### src/rtl/rcpfa_pipe_adder.sv
// Pipelined approximate adder using carry-predicting full-adder cells in the low
// APPROX_BITS, with valid/ready handshake and an on-line inexact-result monitor.
module rcpfa_pipe_adder #(
    parameter int WIDTH       = 16,
    parameter int APPROX_BITS = 4,
    parameter int STAGES      = 2,
    parameter int ERR_CNT_W   = 16
) (
    input  logic                 clk,
    input  logic                 rst,
    input  logic                 in_valid,
    output logic                 in_ready,
    input  logic [WIDTH-1:0]     a,
    input  logic [WIDTH-1:0]     b,
    input  logic                 mode,
    output logic                 out_valid,
    input  logic                 out_ready,
    output logic [WIDTH-1:0]     sum,
    output logic                 cout,
    output logic                 err_flag,
    output logic [ERR_CNT_W-1:0] err_count,
    input  logic                 clr_err
);
    localparam int K = APPROX_BITS;

    logic [WIDTH:0] approx_res;
    logic [WIDTH:0] exact_res;
    logic [WIDTH:0] res_in;
    logic           carry_k;
    logic           is_err;

    // Each low bit takes the previous bit's generate as its carry instead of
    // the rippled one, so the low region has no carry chain at all.
    generate
        for (genvar gi = 0; gi < K; gi++) begin : g_approx_bit
            if (gi == 0) begin : g_lsb
                assign approx_res[gi] = a[gi] ^ b[gi];
            end else begin : g_pred
                assign approx_res[gi] = a[gi] ^ b[gi] ^ (a[gi-1] & b[gi-1]);
            end
        end

        if (K == 0) begin : g_no_pred_carry
            assign carry_k = 1'b0;
        end else begin : g_pred_carry
            assign carry_k = a[K-1] & b[K-1];
        end

        if (K < WIDTH) begin : g_exact_upper
            assign approx_res[WIDTH:K] = {1'b0, a[WIDTH-1:K]} + {1'b0, b[WIDTH-1:K]}
                                       + {{(WIDTH-K){1'b0}}, carry_k};
        end else begin : g_all_approx
            assign approx_res[WIDTH] = carry_k;
        end
    endgenerate

    assign exact_res = {1'b0, a} + {1'b0, b};
    assign is_err    = mode & (approx_res != exact_res);
    assign res_in    = mode ? approx_res : exact_res;

    logic [STAGES-1:0]            vld_q, vld_d;
    logic [STAGES-1:0]            err_q, err_d;
    logic [STAGES-1:0][WIDTH:0]   res_q, res_d;
    logic [ERR_CNT_W-1:0]         cnt_q, cnt_d;
    logic                         en;
    logic                         out_fire;

    // A single global enable freezes every stage while the output is stalled.
    assign en       = ~vld_q[STAGES-1] | out_ready;
    assign in_ready = en;
    assign out_fire = vld_q[STAGES-1] & out_ready;

    always_comb begin
        vld_d = vld_q;
        err_d = err_q;
        res_d = res_q;
        if (en) begin
            vld_d[0] = in_valid;
            err_d[0] = in_valid & is_err;
            res_d[0] = res_in;
            for (int i = 1; i < STAGES; i++) begin
                vld_d[i] = vld_q[i-1];
                err_d[i] = err_q[i-1];
                res_d[i] = res_q[i-1];
            end
        end
    end

    always_comb begin
        cnt_d = cnt_q;
        if (clr_err) begin
            cnt_d = '0;
        end else if (out_fire && err_q[STAGES-1] && !(&cnt_q)) begin
            cnt_d = cnt_q + {{(ERR_CNT_W-1){1'b0}}, 1'b1};
        end
    end

    always_ff @(posedge clk or posedge rst) begin
        if (rst) begin
            vld_q <= '0;
            err_q <= '0;
            res_q <= '0;
            cnt_q <= '0;
        end else begin
            vld_q <= vld_d;
            err_q <= err_d;
            res_q <= res_d;
            cnt_q <= cnt_d;
        end
    end

    assign out_valid = vld_q[STAGES-1];
    assign sum       = res_q[STAGES-1][WIDTH-1:0];
    assign cout      = res_q[STAGES-1][WIDTH];
    assign err_flag  = err_q[STAGES-1];
    assign err_count = cnt_q;

endmodule

### config.mk
export PLATFORM = sky130hd
export DESIGN_NAME = rcpfa_pipe_adder
export DESIGN_NICKNAME = d
export VERILOG_FILES = /design/src/rtl/rcpfa_pipe_adder.sv
export SDC_FILE = /design/constraint.sdc
export NUM_CORES = 1
export LEC_CHECK = 0
export ABC_AREA = 1
export ABC_CLOCK_PERIOD_IN_PS = 1800
export BUFFER_PORTS_ARGS = -buffer_cell sky130_fd_sc_hd__buf_2
export CORE_MARGIN = 2
export CORE_UTILIZATION = 49
export DETAILED_ROUTE_END_ITERATION = 7
export GPL_TIMING_DRIVEN = 0
export PLACE_DENSITY = 0.74
export SYNTH_ARGS = -nofsm -noshare
export SYNTH_HDL_FRONTEND = slang
export SYNTH_SLANG_ARGS = --single-unit
### constraint.sdc
create_clock -name clk -period 1.8 [get_ports clk]
set_clock_uncertainty 0.15 [all_clocks]
set_input_delay 0.18 -clock clk [delete_from_list [all_inputs] [get_ports clk]]
set_output_delay 0.18 -clock clk [all_outputs]
set_load 0.02 [all_outputs]
==> impl_metrics.csv <==
group,metric,value,unit
run_status,status,"complete, but fails checks",
run_status,violations,"setup timing",
clock_tree,numCtsBuffers,5,
global_route,grt_pass1_vias,3677,
critical_path,r2r-end,"err_count[5]$_DFFE_PP0P_",
detailed_routing,wirelength_met1,4411,um
sta,worst_slack,-7.620,ps
sta,min_period,1808,ps
die,core,7767,um^2
pwr,irDropWorstVdd,311.2,uV
hold_path,min_path_cells,4,
detailed_routing,wl_met3,498,um
pwr,powerDensity,725.6,nW/um^2
global_route,antenna_found_initial,0,
sta,tightestPinTransition,540.8,ps
sta,finalSetupTns,-9.590,ps
place,dp.cells,758,
critical_path,crit_path_end_kind,"flip-flop",
place,post-place-ws,-382.7,ps
critical_path,cp-start-kind,"flip-flop",
place,post-dp-hpwl,7649,um
sta,fmax,553.2,MHz
clock_tree,cts-root-buf,"clkbuf_8",
place,io_buffers,73,
detailed_routing,drc,0,
logic_synthesis,yosysWarnings,0,
clock_tree,cts_tree,"built",
detailed_routing,dr.first_iter.drc_count,179,
global_route,gr-usage-all-layers,23.15,%
detailed_routing,drt_pass1_iterations,5,
hold_path,min_to,"res_q[0]$_DFFE_PP0P_",
logic_synthesis,ys_seq_area_share,34.21,%
logic_synthesis,syn_nets,642,
final_layout,synthToLayoutAreaGrowth,23.85,%
die,start_util,50.85,%
final_layout,fin_nets,742,
die,io_pins,74,
detailed_routing,top_layer,"met4",
clock_tree,clockBufferDepth,2,
pwr,p_leak,2.649,nW
place,place.gp.congestion,0.9223,
critical_path,arrival,1850,ps
critical_path,reg2regPathDepth,8,
global_route,overflow,0,
final_layout,diodes,0,
sta,maxSlewHeadroom,63.95,%
detailed_routing,vias,4081,
logic_synthesis,ys_ff_latch,54,
sta,rsz0062_at_grt,"true",
detailed_routing,postRouteAntennaNets,0,
clock_tree,numClockSinks,54,
sta,fin_crit_sh,100.4,%
sta,setup_violations,2,
job,drv_cap,0,
die,rows,32,
global_route,grt_max_degree,42,
logic_synthesis,synth_area_per_cell,6.787,um^2
clock_tree,cts-htree-levels,2,
logic_synthesis,synth_cells,582,
sta,slew_violations,0,
critical_path,path_max_fanout,7,
die,dieHeight,93.79,um
critical_path,worstPathRequired,1850,ps
global_route,grt_pass1_wl,16440,um
logic_synthesis,synthDistinctLibCells,36,
die,die_w,93.79,um
die,die-area,8796,um^2
clock_tree,clk_pin_slew,100,ps
final_layout,drive_gt1_share,24.45,%
sta,holdWs,49.49,ps
critical_path,timing.rr.start,"err_count[0]$_DFFE_PP0P_",
logic_synthesis,syn-cell-area,3950,um^2
critical_path,rrSetupSlack,-8,ps
final_layout,instances_no_fill,785,
clock_tree,clk_latency,310,ps
critical_path,path_class,"reg2reg",
detailed_routing,via_per_inst,5.199,
detailed_routing,dr_wl_met2,5017,um
final_layout,finish.utilization,62.98,%
hold_path,min_from,"b[0]",
hold_path,holdCritPathClass,"in2reg",
detailed_routing,wl_per_cell,12.88,um
sta,hold_viol,0,
detailed_routing,routed_wl,10110,um
critical_path,crit_start,"err_count[0]$_DFFE_PP0P_",
-- synthesized netlist by cell type --
master,n,share of area [%]
xnor2_1,4,0.89
nand4_1,17,2.7
ha_1,17,5.4
nand2_2,1,0.16
and2_1,1,0.16
inv_2,1,0.095
buf_2,2,0.25
nand3_2,1,0.25
nor3_2,2,0.51
o21ai_0,23,2.9
clkbuf_1,5,0.48
nand2_4,2,0.57
or2_2,1,0.16
fa_1,5,2.5
nor2_1,43,4.1
buf_8,1,0.38
o21ai_2,2,0.44
xor2_1,2,0.44
clkinv_1,1,0.095
inv_1,75,7.1
nor3_1,9,1.1
a21o_1,1,0.19
o21bai_1,1,0.19
a21oi_2,2,0.44
buf_1,3,0.29
nand3_1,58,7.3
dfrtp_1,54,34
nor3_4,1,0.41
buf_4,17,3.2
a21oi_1,11,1.4
o21ai_1,6,0.76
or2_1,1,0.16
a31oi_1,4,0.63
nand2_1,206,20
a31o_2,1,0.22
nand3b_1,1,0.19
-- layout make-up --
type | count | area, um^2
inverters | 77 | 292.8
flip-flops and latches | 54 | 1351
fillers | 718 | 2875
well taps | 102 | 127.6
clock buffers | 6 | 82.58
clock inverters | 2 | 12.51
repair buffers | 94 | 580.6
plain buffers | 27 | 183.9
multi-input cells | 423 | 2261
-- how the worst max path moves through the flow --
| stage | endpoint | slack (ps) |
|---|---|---|
| 3_3_place_gp | sum[10]$_DFFE_PP0P_ | -490 |
| 2_1_floorplan | res_q[12]$_DFFE_PP0P_ | -50 |
| 3_5_place_dp | res_q[12]$_DFFE_PP0P_ | -380 |
| 6_report | err_count[5]$_DFFE_PP0P_ | -8 |
| 4_1_cts | res_q[12]$_DFFE_PP0P_ | 3 |
| 5_1_grt | err_count[13]$_DFFE_PP0P_ | -110 |
-- critical path, cell delays in order (launching register included) --
cell and delay (ps):
dfrtp_1 420, ha_4 180, nand2_4 60, nor3_4 210, nand3_2 110, nand2_4 160
clkinvlp_4 200, nand4_1 120, o21ai_1 80
-- state kept, by name, indices dropped and copies added (netlist names) --
register,flops
err_q,2
sum,16
vld_q,2
err_count,16
res_q,17
cout,1
-- logic make-up (layout without fill, tap and decap cells) --
kind of cell               after synthesis  after routing  share of synthesized area (%)
AOI/OAI and AO/OA                       51             51                          7.191
xor gates and xnor gates                 6              6                          1.330
adders and majority gates               22             22                          7.919
buffers and inverters                  105            206                          11.94
DFF                                     54             54                          34.21
and+or+nand+nor                        344            344                          37.41
-- per-stage QoR --
| step | total power [mW] | cell area (um^2) |
|---|---|---|
| floorplan | 2.427 | 3971 |
| global placement | 2.742 | 4464 |
| detailed placement | 2.791 | 4484 |
| CTS | 3.492 | 4629 |
| global route | 3.798 | 4892 |
| finish | 3.550 | 4892 |
-- power by group --
group	internal, mW	switching (mW)
logic	0.550	0.789
registers	1.40	0.109
clock network	0.310	0.387
total	2.26	1.29
-- placed cells by master (no fill, tap or decap), drive strengths merged --
cell type	netlist	final
nand2	209	209
buf	23	111
inv	76	75
nand3	59	59
dfrtp	54	54
nor2	43	43
o21ai	31	31
nand4	17	17
ha	17	17
a21oi	13	13
clkbuf	5	13
nor3	12	12
fa	5	5
xnor2	4	4
a31oi	4	4
dlygate4sd3	0	3
xor2	2	2
clkinvlp	0	2
clkinv	1	2
or2	2	2
a21o	1	1
and2	1	1
nand3b	1	1
o21bai	1	1
a31o	1	1
-- metal layers --
metal	vias to the layer above	global-route usage (%)
met2	132	40.00
met3	15	2.408
met4	0	7.005
met1	1888	30.62
met5	-	0
li1	2046	-
-- repair_timing --
| action | 4_1_cts | 5_1_grt |
|---|---|---|
| setup endpoints to repair | 18 | 30 |
| cloned | 0 | 1 |
| hold buffers | 3 | 0 |
| resized for setup | 3 | 46 |
| hold endpoints to repair | 55 | 0 |
| setup buffers | 2 | 14 |
| pin swaps | 4 | 24 |
Note: power is estimated with default switching activity, not from simulation.
